[src/rtl/opb_register_bank_ppc2simulink.sv]
// OPB slave bank of PPC-writable shadow/output registers for user fabric.
// Outputs load immediately (auto) or atomically on a CTRL commit.
module opb_register_bank_ppc2simulink #(
  parameter logic [31:0] C_BASEADDR   = 32'h0000_0000,
  parameter logic [31:0] C_HIGHADDR   = 32'h0000_00FF,
  parameter int          C_OPB_AWIDTH = 32,
  parameter int          C_OPB_DWIDTH = 32,
  parameter int          C_NUM_REGS   = 4,
  parameter logic [31:0] C_RESET_VAL  = 32'h0000_0000,
  parameter              C_FAMILY     = "virtex6"
) (
  input  logic                    OPB_Clk,
  input  logic                    OPB_Rst,
  input  logic [0:31]             OPB_ABus,
  input  logic [0:3]              OPB_BE,
  input  logic [0:31]             OPB_DBus,
  input  logic                    OPB_RNW,
  input  logic                    OPB_select,
  input  logic                    OPB_seqAddr,
  output logic [0:31]             Sl_DBus,
  output logic                    Sl_xferAck,
  output logic                    Sl_errAck,
  output logic                    Sl_retry,
  output logic                    Sl_toutSup,
  output logic [C_NUM_REGS*32-1:0] user_data_out,
  output logic [C_NUM_REGS-1:0]   user_update
);

  localparam logic [5:0] CTRL_IDX = 6'(C_NUM_REGS);

  typedef enum logic {S_IDLE, S_ACK} state_t;

  state_t state;

  logic [31:0] addr;
  logic [31:0] wdata;
  logic [3:0]  be;
  logic [5:0]  idx;
  logic        hit;
  logic        accept;
  logic        wr;
  logic        ctrl_wr;
  logic        commit;
  logic [31:0] rdata;
  logic [31:0] dbus_q;

  logic [31:0]           shadow [C_NUM_REGS];
  logic [31:0]           out_q  [C_NUM_REGS];
  logic [C_NUM_REGS-1:0] pending;
  logic [C_NUM_REGS-1:0] load;
  logic                  auto_q;
  logic [15:0]           cnt;

  logic unused_ok;

  // [0:n] bus vectors land MSB-first in [n:0], giving bit j -> 31-j
  assign addr  = OPB_ABus;
  assign wdata = OPB_DBus;
  assign be    = OPB_BE;
  assign idx   = addr[7:2];

  assign hit = OPB_select &&
    ((addr - C_BASEADDR) <= (C_HIGHADDR - C_BASEADDR));
  assign accept  = hit && (state == S_IDLE);
  assign wr      = accept && !OPB_RNW;
  assign ctrl_wr = wr && (idx == CTRL_IDX) && be[0];
  assign commit  = ctrl_wr && wdata[0];

  function automatic logic [31:0] merge(
    input logic [31:0] old,
    input logic [31:0] d,
    input logic [3:0]  b
  );
    logic [31:0] r;
    r = old;
    for (int k = 0; k < 4; k++)
      if (b[k]) r[8*k +: 8] = d[8*k +: 8];
    return r;
  endfunction

  always_comb begin
    rdata = '0;
    if (idx == CTRL_IDX)
      rdata = {cnt, 14'b0, auto_q, |pending};
    for (int i = 0; i < C_NUM_REGS; i++)
      if (idx == 6'(i)) rdata = shadow[i];
  end

  always_ff @(posedge OPB_Clk or negedge OPB_Rst) begin
    if (!OPB_Rst) begin
      state       <= S_IDLE;
      dbus_q      <= '0;
      pending     <= '0;
      load        <= '0;
      user_update <= '0;
      auto_q      <= 1'b1;
      cnt         <= '0;
      for (int i = 0; i < C_NUM_REGS; i++) begin
        shadow[i] <= C_RESET_VAL;
        out_q[i]  <= C_RESET_VAL;
      end
    end else begin
      state       <= accept ? S_ACK : S_IDLE;
      dbus_q      <= (accept && OPB_RNW) ? rdata : '0;
      load        <= '0;
      user_update <= load;
      for (int i = 0; i < C_NUM_REGS; i++)
        if (load[i]) out_q[i] <= shadow[i];
      if (commit) begin
        load    <= pending;
        pending <= '0;
        cnt     <= cnt + 16'd1;
      end
      if (ctrl_wr) auto_q <= wdata[1];
      for (int i = 0; i < C_NUM_REGS; i++) begin
        if (wr && idx == 6'(i)) begin
          shadow[i] <= merge(shadow[i], wdata, be);
          if (auto_q) load[i]    <= 1'b1;
          else        pending[i] <= 1'b1;
        end
      end
    end
  end

  for (genvar g = 0; g < C_NUM_REGS; g++) begin : g_out
    assign user_data_out[32*g +: 32] = out_q[g];
  end

  assign Sl_DBus    = dbus_q;
  assign Sl_xferAck = (state == S_ACK);
  assign Sl_errAck  = 1'b0;
  assign Sl_retry   = 1'b0;
  assign Sl_toutSup = 1'b0;

  assign unused_ok = ^{OPB_seqAddr, C_OPB_AWIDTH == 32,
                       C_OPB_DWIDTH == 32, ^C_FAMILY};

endmodule

[config.mk]
export PLATFORM = sky130hd
export DESIGN_NAME = opb_register_bank_ppc2simulink
export DESIGN_NICKNAME = d
export VERILOG_FILES = /design/src/rtl/opb_register_bank_ppc2simulink.sv
export SDC_FILE = /design/constraint.sdc
export NUM_CORES = 1
export LEC_CHECK = 0
export ABC_AREA = 1
export CAP_MARGIN = 10
export CORE_MARGIN = 4
export CORE_UTILIZATION = 45
export DETAILED_ROUTE_END_ITERATION = 10
export GPL_ROUTABILITY_DRIVEN = 0
export GPL_TIMING_DRIVEN = 0
export PLACE_DENSITY = 0.8
export REMOVE_ABC_BUFFERS = 1
export SYNTH_ARGS = -nofsm -noshare
export SYNTH_HDL_FRONTEND = slang
export SYNTH_SLANG_ARGS = --single-unit
[constraint.sdc]
create_clock -name OPB_Clk -period 1.55 [get_ports OPB_Clk]
set_input_delay 0.31 -clock OPB_Clk [delete_from_list [all_inputs] [get_ports OPB_Clk]]
set_output_delay 0.31 -clock OPB_Clk [all_outputs]
set_load 0.02 [all_outputs]
# Yosys cells after proc, flatten, opt, wreduce, memory -nomap -nowiden
# Index checks and enable logic that the tools add are counted.
# op_classes
n_lt_le_gt_ge	1
muxes	25
n_div	0
shift	0
n_addsub	1
mul	0
bitwise_logic	1
reduce_logical	30
eq_ne	4
# op_table
op	count
32-bit two-way mux	6
32-bit by 8-bit <= comparator with 1-bit output, second input constant	1
2-bit AND reduction	16
1-bit two-way mux	17
16-bit by 1-bit adder with 16-bit output, second input constant	1
6-bit by 2-bit equality test with 1-bit output, second input constant	2
1-bit logical AND	11
4-bit two-way mux	2
6-bit by 1-bit equality test with 1-bit output, second input constant	1
6-bit by 3-bit equality test with 1-bit output, second input constant	1
6-bit logical NOT	1
4-bit OR reduction	1
1-bit logical NOT	1
1-bit NOT	1
# word_totals
mem_count	0
reg_bits	318
latch_bits	0
ram_bits	0
out_inout_bits	168
input_bits	73
romBits	0

# Depth between registers and ports, before layout
# Gate-level depths: netlist of the first run.
# depth
word_depth	10
mapped_depth	11
depth_no_buf	11

# Worst setup path before layout of the first run
# No wires, ideal clock.
# synth_timing
path_kind	reg2reg
start	register state, in the netlist Sl_xferAck
end	register shadow[21] (netlist bit)
n_path_buf	1
required_ps	1430
path_stages_with_launch	12
setup_ps	120
arrival_time_ps	1560
path_slack_ps	-131
cell_sequence	dfrtp_1 -> inv_1 -> nand2_1 -> nor2_2 -> nand2_2 -> nor2_8 -> nand2_8 -> nor2_8 -> nand2_4 -> buf_6 -> nand2_1 -> o21ai_2
# synth_via
elab_chain_len	5
# synth_lines
element	line	source
start: declaration	33	state_t state;
start signal: assignment	103	state <= accept ? S_ACK : S_IDLE;
1-bit NOT	64	assign accept = hit && (state == S_IDLE);
1-bit logical AND	64	
net accept	40	logic accept;
1-bit logical AND	65	assign wr = accept && !OPB_RNW;
1-bit logical AND	116	if (wr && idx == 6'(i)) begin
2-bit AND reduction (no line)	-	
end signal: indexed assignment	117	shadow[i] <= merge(shadow[i], wdata, be);
end: declaration	47	logic [31:0] shadow [C_NUM_REGS];
# The timed path passes the listed nets, and every way through them passes these cells.
# A chain may end at the register's enable or synchronous reset.

# Worst setup path in the final report of the first run
# layout_timing
start	register state, in the netlist Sl_xferAck
end	register dbus_q[25], in the netlist Sl_DBus[6]
# layout_via
elab_chain_len	4
# layout_lines
element	line	source
1-bit NOT	64	
1-bit logical AND	64	
1-bit logical AND	104	dbus_q <= (accept && OPB_RNW) ? rdata : '0;
32-bit two-way mux	104	
end signal: assignment	104	
end: declaration	45	logic [31:0] dbus_q;
# Every way passes these cells.

==> reports/qor.txt, run 1 <==
STATUS
---------------------------------------------------------------------------------
Run status                                                           complete, but fails checks
Failing checks                                                       hold timing, setup timing

GLOBAL ROUTING
---------------------------------------------------------------------------------
Met3 track demand over resource in global routing                           5.72%
Number of global-route vias before repair                                   10800
Pin count of the biggest net entering global routing                          111
Met1 Resource Use GR                                                        30.1%
Met2 track demand over resource                                             41.2%
Antenna violations before repair                                                4
Overflow left after global routing                                              0
Global Route Usage Sum                                                      24.0%
Global-route wire length before repair                                    61.3 mm
Highest-utilization routing layer at the global route stage                  met2

YOSYS
---------------------------------------------------------------------------------
Post-synthesis area per instance                                       11.6 sq um
Cells after synthesis                                                        1143
Syn Std Cell Area                                                    0.0132 sq mm
Cell type with the largest total area after synthesis                sky130_fd_sc_hd__dfrtp_1
Most used standard cells in the synthesized netlist                  317 x sky130_fd_sc_hd__dfrtp_1, 200 x sky130_fd_sc_hd__nand2_1, 128 x sky130_fd_sc_hd__mux2_2
Leading register cell type out of synthesis                          sky130_fd_sc_hd__dfrtp_1
Post-synth EDFFs                                                                0
Total of warnings raised by yosys                                               0
Distinct cells, synth                                                          36
Post-synthesis async set-or-reset flop share                                 100%
Most repeated cell in the gate-level netlist after synthesis         sky130_fd_sc_hd__dfrtp_1
Share of the synthesized area in the top cell type                          60.0%
Post-synthesis sequential area ratio                                        60.2%
Flip-flop and latch count after synthesis                                     318
Biggest area contributors in the synthesized netlist                 sky130_fd_sc_hd__dfrtp_1 60%, sky130_fd_sc_hd__mux2_2 11%, sky130_fd_sc_hd__nand2_1 5.7%, sky130_fd_sc_hd__o21ai_2 5.6%, sky130_fd_sc_hd__inv_1 2.2%

TIMING
---------------------------------------------------------------------------------
Final hold slack                                                        -0.219 ns
Shortest clock period the worst path allows after layout                  1.85 ns
PnR worst setup slack                                                   -0.295 ns
Number of hold violations in the final report                                 109
Clock tree skew after final layout                                      0.0103 ns
Unrepaired setup endpoints after global routing                               yes
Maximum frequency from static timing analysis                             542 MHz
Number of pins with negative max-slew slack in the final report                 0
Worst slew margin relative to its limit                                     6.37%
Final period utilization                                                     119%
Final total negative setup slack                                        -35.60 ns
Least-Margin Pin Slew                                                     1.40 ns
Setup violations, final                                                       184

CLOCK TREE
---------------------------------------------------------------------------------
CTS tree                                                                      yes
CTS H-Tree Depth                                                                2
Clock insertion delay at the later pin of the skew report                 0.51 ns
Buffer levels on the longest clock path                                         3
Clock slew seen by the registers of the worst setup and hold paths        0.06 ns
Total clock sinks                                                             318
Inserted Clock Buffers                                                         35
Root buffer cell                                                     sky130_fd_sc_hd__clkbuf_16

WORST HOLD PATH
---------------------------------------------------------------------------------
Worst Hold Class                                                      in -> async

FLOORPLAN
---------------------------------------------------------------------------------
Die Ht                                                                179 microns
Area of the die                                                      0.0322 sq mm
Horizontal extent of the die                                          179 microns
Number of ports placed on the die boundary                                    241
Std-Cell Core Area                                                   0.0289 sq mm
Starting density of the core                                                45.8%
Number of placement rows                                                       62

PWR
---------------------------------------------------------------------------------
Relative contribution of the clock network to total power                   47.8%
Design Power                                                              17.1 mW
VDD IR-drop max                                                          0.701 mV
Int Pwr                                                                   13.3 mW
Fraction of power consumed by sequential logic                              48.5%
Switching share of power                                                    22.1%
Combinational fraction of design power                                       3.6%
Reported net switching power                                              3.78 mW
PD cells                                                              893 mW/mm^2
LEAKAGE                                                                   9.11 nW

PLACEMENT
---------------------------------------------------------------------------------
Number of buffers added on ports                                              234
Post-Place Worst Slack                                                   -1.96 ns
Post-DP HPWL                                                              22.8 mm
Total placed instance area                                           0.0159 sq mm

DETAILED ROUTING
---------------------------------------------------------------------------------
Wire per inst                                                        22.0 microns
First-pass DRT Iterations                                                       5
Detailed Route WL                                                         41.0 mm
Routed Antenna Nets                                                             0
Via density                                                                  5.44
Iteration-0 DRC Markers                                                       709
Vias post-DR                                                                10100
# DRC                                                                           0

CRITICAL PATH
---------------------------------------------------------------------------------
Critical Path Sink Type                                                      flop
Type of the worst setup path                                           reg -> reg
Critical path startpoint category                                            flop
Required time of the worst setup path                                     1.95 ns
Critical path data arrival time                                           2.25 ns
Largest fanout on the critical path                                             7

FINISH
---------------------------------------------------------------------------------
Area growth from synthesis to final layout                                  44.8%
Fraction of layout cells with a size suffix above 1                         41.3%
Total non-filler cell area in the finished layout                    0.0191 sq mm
Number of nets in the layout                                                 1522

FLOW RUN
---------------------------------------------------------------------------------
Max-cap violation count                                                         0

[cell type report]
type / count / area [sq um]
Clock buffer: 49 / 1020
Inverter: 78 / 350
Sequential cell: 318 / 7960
Clock inverter: 13 / 115
Timing Repair Buffer: 303 / 3150
Timing Repair inverter: 1 / 8.76
Antenna cell: 1 / 2.50
Multi-Input combinational cell: 711 / 6060
Fill cell: 2046 / 9710
Tap cell: 384 / 480
[critical path: stages, from the launching register on]
cell	delay [ns]
sky130_fd_sc_hd__dfrtp_1	0.37
sky130_fd_sc_hd__inv_1	0.06
sky130_fd_sc_hd__nand2_1	0.05
sky130_fd_sc_hd__nor2_2	0.11
sky130_fd_sc_hd__nand2_2	0.11
sky130_fd_sc_hd__buf_4	0.16
sky130_fd_sc_hd__buf_6	0.11
sky130_fd_sc_hd__nor3_4	0.14
sky130_fd_sc_hd__buf_6	0.20
sky130_fd_sc_hd__buf_12	0.16
sky130_fd_sc_hd__o21ai_0	0.09
sky130_fd_sc_hd__a21oi_1	0.19
[layout by cell type, fill, tap and decap left out, types with 14 or more instances in the layout]
master | synthesis | layout
sky130_fd_sc_hd__nand3_1 | 26 | 22
sky130_fd_sc_hd__a21oi_1 | 51 | 35
sky130_fd_sc_hd__mux2_2 | 128 | 128
sky130_fd_sc_hd__dlygate4sd2_1 | 0 | 83
sky130_fd_sc_hd__nand2_4 | 16 | 69
sky130_fd_sc_hd__buf_4 | 3 | 25
sky130_fd_sc_hd__o21ai_1 | 44 | 29
sky130_fd_sc_hd__o21ai_0 | 34 | 22
sky130_fd_sc_hd__clkdlybuf4s15_1 | 0 | 66
sky130_fd_sc_hd__buf_12 | 0 | 20
sky130_fd_sc_hd__a221oi_1 | 17 | 17
sky130_fd_sc_hd__nand2_8 | 1 | 27
sky130_fd_sc_hd__nand2_1 | 200 | 76
sky130_fd_sc_hd__clkbuf_16 | 0 | 38
sky130_fd_sc_hd__nor2_1 | 42 | 33
sky130_fd_sc_hd__o21ai_2 | 84 | 111
sky130_fd_sc_hd__clkbuf_2 | 0 | 16
sky130_fd_sc_hd__dfrtp_1 | 317 | 313
sky130_fd_sc_hd__inv_1 | 77 | 72
sky130_fd_sc_hd__clkdlybuf4s50_1 | 0 | 63
sky130_fd_sc_hd__a21oi_2 | 0 | 14
sky130_fd_sc_hd__nand2_2 | 2 | 62
sky130_fd_sc_hd__buf_6 | 16 | 14
[worst paths after layout]
kind                                      start                  endpoint  slack (ns)  cells past startpoint
max in group asynchronous               OPB_Rst    shadow[72]$_DFFE_PN0P_        0.38                      3
min in group OPB_Clk               OPB_ABus[27]        auto_q$_DFFE_PN1P_        0.46                      7
setup reg to reg           Sl_xferAck$_DFF_PN0_      Sl_DBus[6]$_DFF_PN0_       -0.30                     11
hold / removal                          OPB_Rst  user_update[0]$_DFF_PN0_       -0.22                      1
setup / recovery           Sl_xferAck$_DFF_PN0_      Sl_DBus[6]$_DFF_PN0_       -0.30                     11
hold reg to reg             cnt[15]$_DFFE_PN0P_       cnt[15]$_DFFE_PN0P_        0.48                      2
[cell families after synthesis]
family	count (synthesis)	synth area share, %
AOI/OAI and AO/OA	240	12.1
xor gates and xnor gates	9	0.596
adders and majority gates	1	0.0946
buffers and inverters	132	4.82
DFF	318	60.2
muxes	128	10.9
other	1	0.0283
and+or+nand+nor	314	11.3
[metal layers]
layer	vias up	routed length [microns]
met5	-	27
met4	4	1220
met3	100	2780
met2	392	20500
met1	5109	16400
li1	4508	-
[timing repair]
item	4_1_cts	5_1_grt
setup buffers	45	13
endpoints found under the hold margin	109	109
endpoints found under the setup margin	350	338
gates cloned	15	4
pin swaps	20	17
resized for setup	390	245
[state kept, by name, summed over array words and instances (netlist names)]
register       cells
auto_q             1
load               4
Sl_xferAck         1
user_update        4
shadow           128
Sl_DBus           32
user_data_out    128
pending            4
cnt               16
[power groups by stage]
stage,registers [mW],logic [mW],clock network (mW)
4_1_cts,8.30,0.610,8.29
2_1_floorplan,8.46,0.113,0
6_report,8.30,0.623,8.18
3_3_place_gp,8.47,0.501,0
5_1_grt,8.30,0.682,8.63
3_5_place_dp,8.45,0.530,0
[through the flow]
stage | instances | hold WS, ns | utilization [%]
floorplan | 1091 | 0.0144 | -
global placement | 1709 | 0.453 | 54.4
detailed placement | 1718 | 0.424 | 55.2
CTS | 1840 | -0.106 | 63.3
global route | 1857 | -0.173 | 66.4
finish | 1858 | -0.219 | 66.4
No activity file was read; power rests on OpenSTA's default activity.
==> run 2: changes to the inputs <==
--- a/config.mk
+++ b/config.mk
@@ -7,12 +7,11 @@
 export LEC_CHECK = 0
 export ABC_AREA = 1
 export CAP_MARGIN = 10
-export CORE_MARGIN = 4
-export CORE_UTILIZATION = 45
+export CORE_UTILIZATION = 47
 export DETAILED_ROUTE_END_ITERATION = 10
 export GPL_ROUTABILITY_DRIVEN = 0
 export GPL_TIMING_DRIVEN = 0
-export PLACE_DENSITY = 0.8
+export PLACE_DENSITY = 0.83
 export REMOVE_ABC_BUFFERS = 1
 export SYNTH_ARGS = -nofsm -noshare
 export SYNTH_HDL_FRONTEND = slang
==> reports/qor.txt, run 2 (synthesis gave the netlist of run 1 again) <==
GLOBAL ROUTING
----------------------------------------------------------------------------------------
Number of global-route vias before repair                                          10400   -3.5%
Antenna violations before repair                                                       3   -1
Global Route Usage Sum                                                             27.6%   +3.5 points
Pin count of the biggest net entering global routing                                 114   +2.7%
Overflow left after global routing                                                     0   unchanged
Global-route wire length before repair                                           59.8 mm   -2.4%

TIMING
----------------------------------------------------------------------------------------
Number of hold violations in the final report                                          0   -100%
Setup violations, final                                                              184   unchanged
Least-Margin Pin Slew                                                            1.15 ns   -0.254 ns
Shortest clock period the worst path allows after layout                         1.83 ns   -0.0139 ns
Unrepaired setup endpoints after global routing                                      yes
Worst slew margin relative to its limit                                            23.2%   +17 points
Maximum frequency from static timing analysis                                    546 MHz   +0.76%
Final period utilization                                                            118%   -0.89 points
Number of pins with negative max-slew slack in the final report                        0   unchanged
Final hold slack                                                                0.381 ns   +0.600 ns
PnR worst setup slack                                                          -0.281 ns   +0.0139 ns
Clock tree skew after final layout                                             0.0121 ns   +0.00178 ns

FINISH
----------------------------------------------------------------------------------------
Number of nets in the layout                                                        1508   -0.92%
Leading cell type in the layout, fill and taps excluded                     sky130_fd_sc_hd__dfrtp_1
Most used cells in the layout excluding fill and tap cells                  313 x sky130_fd_sc_hd__dfrtp_1, 128 x sky130_fd_sc_hd__mux2_2, 93 x sky130_fd_sc_hd__o21ai_2
Area taken by multi-input logic gates                                       0.00577 sq mm   -4.7%
Fraction of layout cells with a size suffix above 1                                37.8%   -3.5 points
Number of fill cells                                                                1961   -4.2%
Area taken by flip-flops and latches                                        0.00796 sq mm   unchanged
Area growth from synthesis to final layout                                         42.4%

FLOORPLAN
----------------------------------------------------------------------------------------
Starting density of the core                                                       47.7%   +1.9 points
Number of placement rows                                                              61   -1.6%
Number of ports placed on the die boundary                                           241   unchanged
Die Ht                                                                       170 microns   -5.4%
Horizontal extent of the die                                                 170 microns   -5.4%
Std-Cell Core Area                                                          0.0277 sq mm   -4.0%
Area of the die                                                             0.0288 sq mm   -11%

CLOCK TREE
----------------------------------------------------------------------------------------
Clock slew seen by the registers of the worst setup and hold paths               0.06 ns   about the same
Total clock sinks                                                                    318   unchanged
Root buffer cell                                                            sky130_fd_sc_hd__clkbuf_16
Clock insertion delay at the later pin of the skew report                        0.50 ns   about the same
CTS tree                                                                             yes
Inserted Clock Buffers                                                                34   -2.9%
CTS H-Tree Depth                                                                       2   unchanged
Buffer levels on the longest clock path                                                3   unchanged

CRITICAL PATH
----------------------------------------------------------------------------------------
Type of the worst setup path                                                  reg -> reg
Critical Path Sink Type                                                             flop
Critical path data arrival time                                                  2.21 ns   -0.04 ns
Highest cell delay on the worst timing path                                      0.38 ns   about the same
Crit path buf inv count                                                                2   -3
Cell with the largest stage delay on the worst path                         sky130_fd_sc_hd__dfrtp_1
Critical path startpoint category                                                   flop
Cells along the critical path                                               inv_1 > nand2_1 > nor2_2 > nand2_2 > nor2_8 > nand2_8 > nor2_8 > buf_12 > nand2_8 > nand2_4 > o21ai_2
Category of cells accounting for the largest share of critical-path delay   simple AND/OR/NAND/NOR gates
Required time of the worst setup path                                            1.93 ns   -0.02 ns
Largest fanout on the critical path                                                    8   +1

DETAILED ROUTING
----------------------------------------------------------------------------------------
Wire per inst                                                               21.7 microns   -1.6%
First-pass DRT Iterations                                                              5   unchanged
Routed Antenna Nets                                                                    0   unchanged
# DRC                                                                                  0   unchanged
Vias post-DR                                                                       10200   +0.47%
Detailed Route WL                                                                39.8 mm   -2.7%
Via density                                                                         5.53   +1.6%
Iteration-0 DRC Markers                                                              650   -8.3%

PWR
----------------------------------------------------------------------------------------
PD cells                                                                     923 mW/mm^2   +3.4%
Design Power                                                                     17.4 mW   +1.7%
VDD IR-drop max                                                                 0.752 mV   +7.3%
LEAKAGE                                                                          9.01 nW   -1.1%

STATUS
----------------------------------------------------------------------------------------
Run status                                                                  complete, but fails checks
Failing checks                                                              setup timing

PLACEMENT
----------------------------------------------------------------------------------------
Post-DP HPWL                                                                     22.0 mm   -3.6%
Number of buffers added on ports                                                     234   unchanged

WORST HOLD PATH
----------------------------------------------------------------------------------------
Worst Hold Class                                                             in -> async

FLOW RUN
----------------------------------------------------------------------------------------
Max-cap violation count                                                                0   unchanged

==> run 2: where the power goes <==
group	internal [mW]	leakage, nW	switching (mW)
clock network	5.22	0.586	3.26
logic	0.208	4.03	0.401
registers	8.30	4.39	0.0000000297
==> run 2: worst paths after layout <==
kind | start | to | slack, ns | cells after the start
worst max-delay path | Sl_xferAck$_DFF_PN0_ | shadow[10]$_DFFE_PN0P_ | -0.28 | 11
worst min-delay path | OPB_Rst | user_data_out[93]$_DFFE_PN0P_ | 0.38 | 2
worst max register to register | Sl_xferAck$_DFF_PN0_ | shadow[10]$_DFFE_PN0P_ | -0.28 | 11
worst min register to register | cnt[14]$_DFFE_PN0P_ | cnt[14]$_DFFE_PN0P_ | 0.47 | 2
max in group asynchronous | OPB_Rst | shadow[105]$_DFFE_PN0P_ | 0.21 | 3
min in group OPB_Clk | OPB_DBus[5] | shadow[26]$_DFFE_PN0P_ | 0.45 | 3
==> run 2: cell type report <==
| type | count | area share, % |
|---|---|---|
| Timing Repair Buffer | 292 | 16.2 |
| Antenna cell | 1 | 0.0133 |
| Clock inverter | 10 | 0.698 |
| Clock buffer | 50 | 5.60 |
| Multi-Input combinational cell | 709 | 30.7 |
| Sequential cell | 318 | 42.3 |
| Inverter | 78 | 1.93 |
| Tap cell | 378 | 2.51 |
| Timing Repair inverter | 1 | 0.0598 |
==> run 2: per-layer routing <==
| metal | vias to the layer above | wire, microns | share of wire, % | track usage [%] |
|---|---|---|---|---|
| met5 | - | 22 | 0.055 | 0 |
| met4 | 4 | 1070 | 2.7 | 9.44 |
| met3 | 86 | 2480 | 6.2 | 5.27 |
| met2 | 390 | 19800 | 50 | 46.0 |
| met1 | 5206 | 16400 | 41 | 36.0 |
| li1 | 4475 | - | - | - |
==> run 2: what timing repair did <==
item | CTS | global route
gates cloned | 15 | 2
pin swaps | 25 | 20
gates resized for setup | 333 | 215
endpoints found under the hold margin | 97 | 0
hold buffers | 1 | 0
buffers inserted | 38 | 10
endpoints found under the setup margin | 350 | 477
==> run 2: through the flow <==
step | TNS [ns] | area (sq um) | setup WS (ns) | cells | util (%)
3_5_place_dp | -203.42 | 15900 | -1.81 | 1712 | 57.5
5_1_grt | -56.08 | 18800 | -0.365 | 1836 | 68.0
3_3_place_gp | -4516.87 | 15700 | -13.18 | 1703 | 56.7
4_1_cts | -33.86 | 18100 | -0.289 | 1826 | 65.5
6_report | -37.86 | 18800 | -0.281 | 1837 | 68.0
2_1_floorplan | -31.27 | 12900 | -0.673 | 1091 | -
